<file path="config.mk">
export PLATFORM = sky130hd
export DESIGN_NAME = boot_reset_sequencer
export DESIGN_NICKNAME = d
export VERILOG_FILES = /design/src/rtl/boot_reset_sequencer.sv
export SDC_FILE = /design/constraint.sdc
export NUM_CORES = 1
export LEC_CHECK = 0
export CORE_ASPECT_RATIO = 1.1
export CORE_MARGIN = 3
export CORE_UTILIZATION = 32
export DETAILED_ROUTE_END_ITERATION = 7
export RECOVER_POWER = 50
export SLEW_MARGIN = 20
export SYNTH_ARGS = -nofsm -noshare
export SYNTH_HDL_FRONTEND = slang
export SYNTH_SLANG_ARGS = --single-unit
export TNS_END_PERCENT = 100
</file>
<file path="constraint.sdc">
create_clock -name clock_160 -period 3.45 [get_ports clock_160]
set_clock_uncertainty 0.05 [all_clocks]
set_input_delay 0.5175 -clock clock_160 [delete_from_list [all_inputs] [get_ports clock_160]]
set_output_delay 0.5175 -clock clock_160 [all_outputs]
set_load 0.01 [all_outputs]
</file>
<file path="src/rtl/boot_reset_sequencer.sv">
// boot_reset_sequencer
//   Generates the Propeller core reset from PLL lock, a bouncing pushbutton and
//   a serial RTS/DTR request. All asynchronous inputs are synchronized, the
//   button is debounced, RTS is edge-detected, and a LOCK -> HOLD -> RUN
//   sequencer stretches every reset to at least STRETCH_CYCLES.
//
// Ports
//   clock_160    in   sole clock
//   inp_resn     in   asynchronous active-low reset
//   pll_locked   in   raw PLL lock indicator (async)
//   btn_resn     in   raw reset pushbutton, active low (async, bouncing)
//   rts_n        in   raw serial RTS/DTR reset request, active low (async)
//   prop_resn    out  registered active-low Propeller reset (1 only in RUN)
//   seq_state    out  0 LOCK, 1 HOLD, 2 RUN
//   reset_cause  out  0 lock/power, 1 button, 2 rts
//   reset_count  out  saturating count of RUN->HOLD transitions
module boot_reset_sequencer #(
    parameter int DEB_CYCLES     = 65535,
    parameter int LOCK_CYCLES    = 16000,
    parameter int STRETCH_CYCLES = 1600
) (
    input  logic       clock_160,
    input  logic       inp_resn,
    input  logic       pll_locked,
    input  logic       btn_resn,
    input  logic       rts_n,
    output logic       prop_resn,
    output logic [1:0] seq_state,
    output logic [1:0] reset_cause,
    output logic [7:0] reset_count
);

    localparam int DEB_W  = $clog2(DEB_CYCLES + 1);
    localparam int LOCK_W = $clog2(LOCK_CYCLES + 1);
    localparam int STR_W  = $clog2(STRETCH_CYCLES + 1);

    localparam logic [DEB_W-1:0]  DEB_LAST  = DEB_W'(DEB_CYCLES - 1);
    localparam logic [LOCK_W-1:0] LOCK_LAST = LOCK_W'(LOCK_CYCLES - 1);
    localparam logic [LOCK_W-1:0] LOCK_MAX  = LOCK_W'(LOCK_CYCLES);
    localparam logic [STR_W-1:0]  STR_LOAD  = STR_W'(STRETCH_CYCLES);

    localparam logic [1:0] CAUSE_LOCK = 2'd0;
    localparam logic [1:0] CAUSE_BTN  = 2'd1;
    localparam logic [1:0] CAUSE_RTS  = 2'd2;

    typedef enum logic [1:0] {
        ST_LOCK = 2'd0,
        ST_HOLD = 2'd1,
        ST_RUN  = 2'd2
    } state_t;

    // Saturating increment for the 8-bit reset counter.
    function automatic logic [7:0] sat_inc8(input logic [7:0] value);
        if (value == 8'hFF) begin
            return value;
        end else begin
            return value + 8'd1;
        end
    endfunction

    logic              pll_meta_r, pll_sync_r;
    logic              btn_meta_r, btn_sync_r;
    logic              rts_meta_r, rts_sync_r, rts_prev_r, rts_fall_r;
    logic              btn_deb_r, btn_deb_nxt_s;
    logic [DEB_W-1:0]  deb_cnt_r, deb_cnt_nxt_s;
    logic [LOCK_W-1:0] lock_cnt_r, lock_cnt_nxt_s;
    logic              lock_ok_s;
    state_t            state_r, state_nxt_s;
    logic [STR_W-1:0]  stretch_r, stretch_nxt_s;
    logic [1:0]        cause_r, cause_nxt_s;
    logic [7:0]        count_r, count_nxt_s;
    logic              prop_resn_r, prop_resn_nxt_s;

    // Two-flop synchronizers plus RTS falling-edge pulse (registered so the
    // edge detector never sees the metastable first stage).
    always_ff @(posedge clock_160 or negedge inp_resn) begin
        if (!inp_resn) begin
            pll_meta_r <= 1'b0;
            pll_sync_r <= 1'b0;
            btn_meta_r <= 1'b1;
            btn_sync_r <= 1'b1;
            rts_meta_r <= 1'b1;
            rts_sync_r <= 1'b1;
            rts_prev_r <= 1'b1;
            rts_fall_r <= 1'b0;
        end else begin
            pll_meta_r <= pll_locked;
            pll_sync_r <= pll_meta_r;
            btn_meta_r <= btn_resn;
            btn_sync_r <= btn_meta_r;
            rts_meta_r <= rts_n;
            rts_sync_r <= rts_meta_r;
            rts_prev_r <= rts_sync_r;
            rts_fall_r <= rts_prev_r & ~rts_sync_r;
        end
    end

    // Debounce: accept a new button level on the DEB_CYCLES-th consecutive
    // differing cycle; any agreeing cycle restarts the count.
    always_comb begin
        btn_deb_nxt_s = btn_deb_r;
        deb_cnt_nxt_s = {DEB_W{1'b0}};
        if (btn_sync_r != btn_deb_r) begin
            if (deb_cnt_r >= DEB_LAST) begin
                btn_deb_nxt_s = btn_sync_r;
                deb_cnt_nxt_s = {DEB_W{1'b0}};
            end else begin
                deb_cnt_nxt_s = deb_cnt_r + DEB_W'(1'b1);
            end
        end else begin
            deb_cnt_nxt_s = {DEB_W{1'b0}};
        end
    end

    // Lock qualification: counter holds the number of earlier consecutive
    // locked cycles, so lock_ok fires on the LOCK_CYCLES-th one including now.
    always_comb begin
        lock_cnt_nxt_s = lock_cnt_r;
        if (!pll_sync_r) begin
            lock_cnt_nxt_s = {LOCK_W{1'b0}};
        end else if (lock_cnt_r < LOCK_MAX) begin
            lock_cnt_nxt_s = lock_cnt_r + LOCK_W'(1'b1);
        end else begin
            lock_cnt_nxt_s = lock_cnt_r;
        end
        lock_ok_s = pll_sync_r && (lock_cnt_r >= LOCK_LAST);
    end

    // Sequencer next state, stretch counter and cause/count bookkeeping.
    always_comb begin
        state_nxt_s   = state_r;
        stretch_nxt_s = stretch_r;
        cause_nxt_s   = cause_r;
        count_nxt_s   = count_r;
        case (state_r)
            ST_LOCK: begin
                if (lock_ok_s) begin
                    state_nxt_s   = ST_HOLD;
                    stretch_nxt_s = STR_LOAD;
                end else begin
                    stretch_nxt_s = {STR_W{1'b0}};
                end
            end
            ST_HOLD: begin
                if (!pll_sync_r) begin
                    state_nxt_s   = ST_LOCK;
                    stretch_nxt_s = {STR_W{1'b0}};
                    cause_nxt_s   = CAUSE_LOCK;
                end else if (rts_fall_r) begin
                    stretch_nxt_s = STR_LOAD;
                end else if (stretch_r == {STR_W{1'b0}}) begin
                    if (btn_deb_r) begin
                        state_nxt_s = ST_RUN;
                    end else begin
                        state_nxt_s = ST_HOLD;
                    end
                end else begin
                    stretch_nxt_s = stretch_r - STR_W'(1'b1);
                end
            end
            ST_RUN: begin
                if (!pll_sync_r) begin
                    state_nxt_s = ST_LOCK;
                    cause_nxt_s = CAUSE_LOCK;
                end else if (!btn_deb_r) begin
                    state_nxt_s   = ST_HOLD;
                    stretch_nxt_s = STR_LOAD;
                    cause_nxt_s   = CAUSE_BTN;
                    count_nxt_s   = sat_inc8(count_r);
                end else if (rts_fall_r) begin
                    state_nxt_s   = ST_HOLD;
                    stretch_nxt_s = STR_LOAD;
                    cause_nxt_s   = CAUSE_RTS;
                    count_nxt_s   = sat_inc8(count_r);
                end else begin
                    state_nxt_s = ST_RUN;
                end
            end
            default: begin
                state_nxt_s   = ST_LOCK;
                stretch_nxt_s = {STR_W{1'b0}};
                cause_nxt_s   = CAUSE_LOCK;
            end
        endcase
        prop_resn_nxt_s = (state_nxt_s == ST_RUN);
    end

    // State, counters and the glitch-free reset output share one edge.
    always_ff @(posedge clock_160 or negedge inp_resn) begin
        if (!inp_resn) begin
            btn_deb_r   <= 1'b1;
            deb_cnt_r   <= {DEB_W{1'b0}};
            lock_cnt_r  <= {LOCK_W{1'b0}};
            state_r     <= ST_LOCK;
            stretch_r   <= {STR_W{1'b0}};
            cause_r     <= CAUSE_LOCK;
            count_r     <= 8'd0;
            prop_resn_r <= 1'b0;
        end else begin
            btn_deb_r   <= btn_deb_nxt_s;
            deb_cnt_r   <= deb_cnt_nxt_s;
            lock_cnt_r  <= lock_cnt_nxt_s;
            state_r     <= state_nxt_s;
            stretch_r   <= stretch_nxt_s;
            cause_r     <= cause_nxt_s;
            count_r     <= count_nxt_s;
            prop_resn_r <= prop_resn_nxt_s;
        end
    end

    assign prop_resn   = prop_resn_r;
    assign seq_state   = state_r;
    assign reset_cause = cause_r;
    assign reset_count = count_r;

endmodule

</file>
==> results of run 1 <==
==> area by class of cell <==
type	count	share of cell area, %
clock buffers	9	3.54
repair buffers	18	4.83
multi-input cells	213	39.1
clock inverters	7	2.07
well taps	114	4.08
inverters	10	1.07
flip-flops and latches	63	45.3
==> metrics by stage <==
stage	util [%]	setup WS (ns)	cell area (sq um)
floorplan	-	1.66	3020
global placement	36.7	1.50	3310
detailed placement	36.7	1.44	3310
CTS	38.9	1.35	3500
global route	38.8	0.754	3500
finish	38.8	1.20	3500
==> per-layer routing <==
layer	wire length (microns)	GRT usage, %
met1	2740	14.9
met2	2440	17.1
met3	152	2.27
met4	140	6.44
met5	0	0
==> cells in the mapped netlist, types with 2 or more instances <==
| cell type | instances |
|---|---|
| a21boi_0 | 2 |
| a21o_1 | 3 |
| a21oi_1 | 5 |
| a22o_1 | 2 |
| and2_1 | 12 |
| and3_1 | 4 |
| and4_1 | 5 |
| buf_2 | 3 |
| clkbuf_1 | 4 |
| dfrtp_1 | 57 |
| dfstp_2 | 6 |
| ha_1 | 5 |
| inv_1 | 10 |
| mux2_2 | 2 |
| nand2_1 | 16 |
| nand2b_1 | 4 |
| nand3_1 | 18 |
| nand4_1 | 9 |
| nor2_1 | 32 |
| nor2b_1 | 3 |
| nor3_1 | 14 |
| nor4_1 | 6 |
| nor4b_1 | 2 |
| o21a_1 | 2 |
| o21ai_0 | 7 |
| o22ai_1 | 2 |
| or3_1 | 3 |
| xnor2_1 | 17 |
| xor2_1 | 22 |
==> state kept, by name, summed over array words and instances, names as in the netlist <==
signal / flops
btn_deb_r: 1
stretch_r: 11
rts_sync_r: 1
lock_cnt_r: 14
seq_state: 2
reset_cause: 2
rts_meta_r: 1
btn_meta_r: 1
btn_sync_r: 1
rts_prev_r: 1
deb_cnt_r: 16
reset_count: 8
rts_fall_r: 1
pll_meta_r: 1
pll_sync_r: 1
prop_resn: 1
==> power groups by stage <==
stage	Sequential, mW	Clock [mW]	Combinational (mW)
final	0.765	0.630	0.0357
after CTS	0.765	0.656	0.0388
after global placement	0.779	0	0.0381
after detailed placement	0.779	0	0.0385
after floorplan	0.773	0	0.0194
after global routing	0.766	0.684	0.0428
==> cells by family (layout without fill, tap and decap cells) <==
kind of cell	after synthesis	count (layout)	share of synthesized area [%]
buf+inv	17	44	2.24
mux	3	3	1.08
fa+ha+maj	5	5	2.07
simple gates	135	135	23.8
compound gates	31	31	7.12
flops	63	63	52.4
xor+xnor	39	39	11.3
==> worst paths after layout <==
path,start,depth (start not counted),slack [ns],to
setup / recovery,inp_resn,2,1.20,lock_cnt_r[6]
hold / removal,pll_meta_r,0,0.31,pll_sync_r
setup reg to reg,stretch_r[3],5,1.38,stretch_r[6]
hold reg to reg,pll_meta_r,0,0.31,pll_sync_r
max in group clock_160,stretch_r[3],5,1.38,stretch_r[6]
min in group asynchronous,inp_resn,1,0.57,reset_count[2]
==> out/qor.yml, run 1 <==
status: "finished, violations left"
violations: "max-capacitance violations, max-slew violations"
dp_hpwl_mm: 3.72
yosys.area.top_type: "dfrtp_1"
p_leak_nw: 1.59
grt_usage_pct: 11.3
slew-limit-headroom_pct: -14.9
die_area_sq_um: 10600
antennaDiodeCount: 0
io_buffer_count: 17
cp_slowest_cell: "clkbuf_1"
cap_violations: 1
dieHeight_microns: 108
cts_sinks: 63
worstMarginPinSlew_ns: 1.72
finalNetCount: 325
clk_pin_slew_ns: 0.07
path_cells: "clkbuf_1, clkbuf_2"
grt_max_degree: 33
mostFrequentLayoutCell: "dfrtp_1"
path_class: "in -> async"
ctsHtreeMaxLevel: 3
core-area_sq_um: 9010
cp-end-kind: "async pin"
whs_ns: 0.307
wl_mm: 5.47
cts_post_setup_buffers_inserted: 0
comb_power_share_pct: 2.5
tritoncts: "built"
critPathArrivalTime_ns: 2.58
wl_per_cell_microns: 12.6
root_buffer: "clkbuf_8"
setup_viol: 0
yosys_warnings: 0
dr_total_vias: 2131
drt_pass1_iterations: 4
grt_pass1_vias: 2061
p_clk_share_pct: 44.1
synth_area_sq_um: 3020
dieWidth_microns: 98.7
place_congestion: 0.794
period_minus_slack_ns: 2.25
cts_buffer_depth: 2
drc: 0
synth_seq_cells: 63
hold_viol_final: 0
ys.flop_type: "dfrtp_1"
synth_enable_flop_cells: 0
postRouteAntennaNets: 0
async_reset_ff_share_pct: 100
grt-ovfl-total: 0
drive_gt1_share_pct: 8.44
areaGrowthSynthToFinish_pct: 15.8
rsz0062_at_grt: "false"
cts_resized: 0
fillers: 878
clock_latency_ns: 0.34
antenna_found_initial: 0
slew_viol_final: 33
io_pins: 18
ys_seq_area_share_pct: 52.4
syn_nets: 303
cp_max_fo: 32
fin_crit_sh_pct: 65.2
fin_cells: 434
ys_top_cells_by_area: "dfrtp_1 47%, xor2_1 6.4%, dfstp_2 5.2%, xnor2_1 4.9%, nor2_1 4.0%"
initial_core_util_pct: 33.5
path_buf_inv: 2
yosys.area.top_type_share_pct: 47.2
p_int_mw: 1.10
syn_inst: 293
crit_path_start_kind: "primary input"
fmax_ghz: 0.445
viasPerCell: 4.91
fin_total_pwr_mw: 1.43
area.sequential_sq_um: 1580
hold_buffers: 0
grt_pass1_wl_mm: 9.67
critPathTopFamily: "buffers and inverters"
switching_share_pct: 23.4
p_sw_mw: 0.334
cpPeakStageDelay_ns: 1.22
p_seq_share_pct: 53.5
tns_ns: 0
numCtsBuffers: 9
initialDrtViolationCount: 97
ys_types: 45
final_cell_mix: "57 x dfrtp_1, 32 x nor2_1, 22 x xor2_1"
core.rowCount: 36
multi_input_area_sq_um: 1370
peakVddDrop_mv: 0.186
powerDensity_nw_per_um2: 409
crit_required_ns: 3.78
dp_cells: 418
syn_avg_cell_area_sq_um: 10.3
hold_path_class: "reg -> reg"
No activity file was read; power rests on OpenSTA's default activity.
==> run 2: changes to the inputs <==
clock period = 2 ns   (was 3.45 ns; I/O delays follow)
==> out/qor.yml, run 2 (same netlist as run 1, synthesis figures left out) <==
status: "finished, final reports clean"
period_minus_slack_ns: 1.86
hold_viol_final: 0  # unchanged
cts_buffer_depth: 2  # unchanged
switching_share_pct: 22.2  # -1.2 points
cp_max_fo: 5  # -84%
path_cells: "or4_4, o31a_1, nor3_1, o21ai_1, a22o_1"
final_cell_mix: "57 x dfrtp_1, 32 x nor2_1, 22 x xor2_1"
largest_reg_flops: 16  # unchanged
core.rowCount: 36  # unchanged
initial_core_util_pct: 33.5  # unchanged
grt-ovfl-total: 0  # unchanged
grt_max_degree: 43  # +30%
p_int_mw: 2.06  # +88%
p_clk_share_pct: 47.7  # +3.6 points
fmax_ghz: 0.539
drive_gt1_share_pct: 12.0  # +3.5 points
worstMarginPinSlew_ns: 0.553  # -1.17 ns
grt_pass1_wl_mm: 10.0  # +3.8%
clock_latency_ns: 0.34  # about the same
wl_mm: 5.67  # +3.6%
place_congestion: 0.735  # -7.4%
root_buffer: "clkbuf_8"
peakVddDrop_mv: 0.384  # +110%
fin_crit_sh_pct: 92.8
dr_total_vias: 2175  # +2.1%
path_class: "reg -> reg"
dpl_worst_slack_ns: 0.148  # -1.30 ns
critPathTopFamily: "simple AND/OR/NAND/NOR gates"
finalNetCount: 339  # +4.3%
wl_per_cell_microns: 12.6  # +0.36%
dieHeight_microns: 108  # unchanged
cts_post_setup_buffers_inserted: 0  # unchanged
setup_ws_ns: 0.144  # -1.06 ns
initialDrtViolationCount: 86  # -11%
io_buffer_count: 17  # unchanged
core-area_sq_um: 9010  # unchanged
cap_violations: 0  # -1
postRouteAntennaNets: 0  # unchanged
tns_ns: 0  # unchanged
slew-limit-headroom_pct: 63.1  # +78 points
cp_slowest_cell: "or4_4"
hold_path_class: "reg -> reg"
critPathArrivalTime_ns: 2.04  # -0.54 ns
powerDensity_nw_per_um2: 728  # +78%
fillers: 872  # -0.68%
drc: 0  # unchanged
path_buf_inv: 0  # -2
die_area_sq_um: 10600  # unchanged
regMostFlops: "deb_cnt_r"
setup_viol: 0  # unchanged
placed_area_sq_um: 3420  # +3.3%
slew_viol_final: 0  # -100%
dp_hpwl_mm: 3.87  # +4.0%
ctsHtreeMaxLevel: 3  # unchanged
areaGrowthSynthToFinish_pct: 20.4
numCtsBuffers: 9  # unchanged
drt_pass1_iterations: 4  # unchanged
p_leak_nw: 1.66  # +4.7%
tritoncts: "built"
crit_required_ns: 2.19  # -1.59 ns
viasPerCell: 4.85  # -1.1%
clk_pin_slew_ns: 0.08  # about the same
cpPeakStageDelay_ns: 0.56  # -0.66 ns
reg_top3: "deb_cnt_r: 16 flops, lock_cnt_r: 14 flops, stretch_r: 11 flops"
rsz0062_at_grt: "false"
antennaDiodeCount: 0  # unchanged
p_sw_mw: 0.587  # +76%
cp-end-kind: "flip-flop"
io_pins: 18  # unchanged
grt_usage_pct: 11.9  # +0.60 points
cts_sinks: 63  # unchanged
p_seq_share_pct: 49.6  # -3.9 points
antenna_found_initial: 0  # unchanged
grt_pass1_vias: 2151  # +4.4%
comb_power_share_pct: 2.8  # +0.3 points
whs_ns: 0.299  # -0.00710 ns
crit_path_start_kind: "flip-flop"
dieWidth_microns: 98.7  # unchanged
final_area_sq_um: 3640  # +3.9%
mostFrequentLayoutCell: "dfrtp_1"
-- run 2: power by group through the flow --
stage	Clock (mW)	Sequential [mW]	Combinational, mW
global placement	0	1.34	0.0807
finish	1.26	1.31	0.0735
detailed placement	0	1.34	0.0811
floorplan	0	1.33	0.0335
global route	1.36	1.31	0.0862
CTS	1.31	1.31	0.0827
-- run 2: stage by stage --
step / std cells / util, % / total power, mW
after floorplan: 293 / - / 1.37
after global placement: 431 / 37.9 / 1.42
after detailed placement: 431 / 37.9 / 1.42
after CTS: 448 / 40.6 / 2.70
after global routing: 448 / 40.4 / 2.76
final: 448 / 40.4 / 2.65
-- run 2: timing repair --
action / CTS / global route
hold buffers: 1 / 0
hold endpoints to repair: 21 / 0
gates resized for setup: 0 / 0
-- run 2: path summary, 6_finish.rpt --
path / start / end / slack (ns) / cells past startpoint
max: stretch_r[3] / stretch_r[9] / 0.14 / 5
min: pll_meta_r / pll_sync_r / 0.30 / 0
max reg2reg: stretch_r[3] / stretch_r[9] / 0.14 / 5
min reg2reg: pll_meta_r / pll_sync_r / 0.30 / 0
max in group asynchronous: inp_resn / btn_meta_r / 0.49 / 3
min in group asynchronous: inp_resn / reset_count[4] / 0.41 / 2
-- run 2: layout make-up --
cell class / instances / area, sq um / area share (%)
clock inverters: 6 / 92.6 / 2.55
clock buffers: 10 / 138 / 3.78
inverters: 10 / 37.5 / 1.03
multi-input cells: 213 / 1370 / 37.7
repair buffers: 32 / 273 / 7.50
well taps: 114 / 143 / 3.92
flip-flops and latches: 63 / 1580 / 43.6
-- run 2: worst register-to-register path, stage by stage (launching register included) --
cell and delay [ns]:
dfrtp_1 0.43, or4_4 0.56, o31a_1 0.31, nor3_1 0.13, o21ai_1 0.07, a22o_1 0.20
-- run 2: per-layer routing --
metal,vias up,track usage (%),routed length (microns)
met2,41,18.3,2570
li1,1090,-,-
met3,9,2.14,215
met1,1035,15.6,2780
met4,0,7.02,99
met5,-,0,0
==> run 3: changes to the inputs <==
CTS_CLUSTER_SIZE = 10   (was unset)
GPL_TIMING_DRIVEN = 0   (was unset)
==> out/qor.yml, run 3 (same netlist as run 1, synthesis figures left out) <==
status: "finished, final reports clean"
dieWidth_microns: 98.7  # unchanged
path_class: "reg -> reg"
dr_total_vias: 2234  # +2.7%
cap_violations: 0  # unchanged
finish.utilization_pct: 39.6  # -0.79 points
crit_path_start_kind: "flip-flop"
switching_share_pct: 21.6  # -0.54 points
p_sw_mw: 0.557  # -5.2%
placed_area_sq_um: 3350  # -1.9%
p_clk_share_pct: 46.1  # -1.6 points
root_buffer: "clkbuf_8"
slew-limit-headroom_pct: 56.2  # -7.0 points
grt_pass1_wl_mm: 10.1  # +0.90%
tns_ns: 0  # unchanged
cts_buffer_depth: 2  # unchanged
final_cell_mix: "57 x dfrtp_1, 32 x nor2_1, 22 x xor2_1"
final_area_sq_um: 3570  # -2.0%
grt_pass1_vias: 2168  # +0.79%
finalNetCount: 332  # -2.1%
p_int_mw: 2.02  # -2.1%
cts_sinks: 63  # unchanged
grt_max_degree: 40  # -7.0%
viasPerCell: 5.07  # +4.3%
largest_reg_flops: 16  # unchanged
period_minus_slack_ns: 1.89  # +0.0317 ns
postRouteAntennaNets: 0  # unchanged
cp-end-kind: "flip-flop"
wl_per_cell_microns: 12.9  # +2.0%
io_buffer_count: 17  # unchanged
setup_viol: 0  # unchanged
wl_mm: 5.69  # +0.42%
tritoncts: "built"
drive_gt1_share_pct: 10.1  # -1.9 points
grt_usage_pct: 11.8  # -0.11 points
mostFrequentLayoutCell: "dfrtp_1"
initial_core_util_pct: 33.5  # unchanged
cp_max_fo: 5  # unchanged
areaGrowthSynthToFinish_pct: 18.0
comb_power_share_pct: 2.8  # about the same
drt_pass1_iterations: 4  # unchanged
worstMarginPinSlew_ns: 0.654  # +0.101 ns
core.rowCount: 36  # unchanged
fmax_ghz: 0.530  # -1.7%
peakVddDrop_mv: 0.377  # -1.8%
clock_latency_ns: 0.33  # about the same
regMostFlops: "deb_cnt_r"
drc: 0  # unchanged
crit_required_ns: 2.18  # about the same
p_leak_nw: 1.62  # -2.4%
rsz0062_at_grt: "false"
hold_path_class: "reg -> reg"
fin_total_pwr_mw: 2.57  # -2.8%
initialDrtViolationCount: 106  # +23%
dieHeight_microns: 108  # unchanged
dp_hpwl_mm: 3.90  # +0.71%
p_seq_share_pct: 51.0  # +1.4 points
die_area_sq_um: 10600  # unchanged
io_pins: 18  # unchanged
clk_pin_slew_ns: 0.07  # about the same
antennaDiodeCount: 0  # unchanged
powerDensity_nw_per_um2: 722  # -0.87%
core-area_sq_um: 9010  # unchanged
reg_top3: "deb_cnt_r: 16 flops, lock_cnt_r: 14 flops, stretch_r: 11 flops"
critPathArrivalTime_ns: 2.07  # +0.03 ns
hold_viol_final: 0  # unchanged
ctsHtreeMaxLevel: 3  # unchanged
place_congestion: 0.776  # +5.5%
slew_viol_final: 0  # unchanged
fin_crit_sh_pct: 94.4  # +1.6 points
antenna_found_initial: 0  # unchanged
numCtsBuffers: 9  # unchanged
grt-ovfl-total: 0  # unchanged
==> run 3: cell types whose count changed in the layout (fill, tap and decap cells not counted), sizes merged <==
cell / delta
buf: -8
clkbuf: +1
clkinv: +1
inv: -1
==> run 3: timing repair <==
item	CTS	global route
gates resized for setup	1	0
hold buffers	1	0
setup endpoints to repair	4	10
hold endpoints to repair	24	0
gates cloned	0	0
pin swaps	1	0
setup buffers	1	0
==> run 3: metal layers <==
metal  up-vias  track usage (%)  wire length (microns)
li1       1080                -                      -
met1      1112             15.1                   2670
met2        33             18.6                   2720
met3         9             4.02                    204
met4         0             4.10                     98
met5         -                0                      0
==> run 3: cell type report <==
class / instances / area (sq um)
Clock buffer: 10 / 128
Timing Repair Buffer: 20 / 190
Inverter: 10 / 37.5
Buffer: 5 / 22.5
Tap cell: 114 / 143
Sequential cell: 63 / 1580
Multi-Input combinational cell: 213 / 1380
Fill cell: 907 / 5440
Clock inverter: 6 / 85.1
==> run 3: path summary, 6_finish.rpt <==
| path | from | end | slack [ns] | depth (start not counted) |
|---|---|---|---|---|
| setup / recovery | stretch_r[3] | stretch_r[9] | 0.11 | 5 |
| hold / removal | pll_meta_r | pll_sync_r | 0.31 | 0 |
| setup reg to reg | stretch_r[3] | stretch_r[9] | 0.11 | 5 |
| hold reg to reg | pll_meta_r | pll_sync_r | 0.31 | 0 |
| max in group asynchronous | inp_resn | btn_meta_r | 0.42 | 3 |
| min in group asynchronous | inp_resn | reset_count[2] | 0.45 | 2 |
==> run 3: critical path, stage by stage (launching register included) <==
cell	delay, ns
dfrtp_1	0.44
or4_4	0.56
o31a_1	0.31
nor3_1	0.14
o21ai_1	0.07
a22o_1	0.20
==> run 3: through the flow <==
| stage | instances | setup WS [ns] | hold WS (ns) |
|---|---|---|---|
| floorplan | 293 | 0.214 | -0.0456 |
| global placement | 424 | -1.46 | 0.289 |
| detailed placement | 425 | -0.0564 | 0.185 |
| CTS | 442 | 0.0940 | 0.308 |
| global route | 441 | 0.0147 | 0.309 |
| finish | 441 | 0.112 | 0.306 |
==> run 3: power groups by stage <==
stage / logic [mW] / registers, mW / clock network, mW
final: 0.0727 / 1.31 / 1.19
after global routing: 0.0850 / 1.32 / 1.29
after CTS: 0.0832 / 1.31 / 1.23
after detailed placement: 0.0815 / 1.34 / 0
after global placement: 0.0749 / 1.34 / 0
after floorplan: 0.0335 / 1.33 / 0
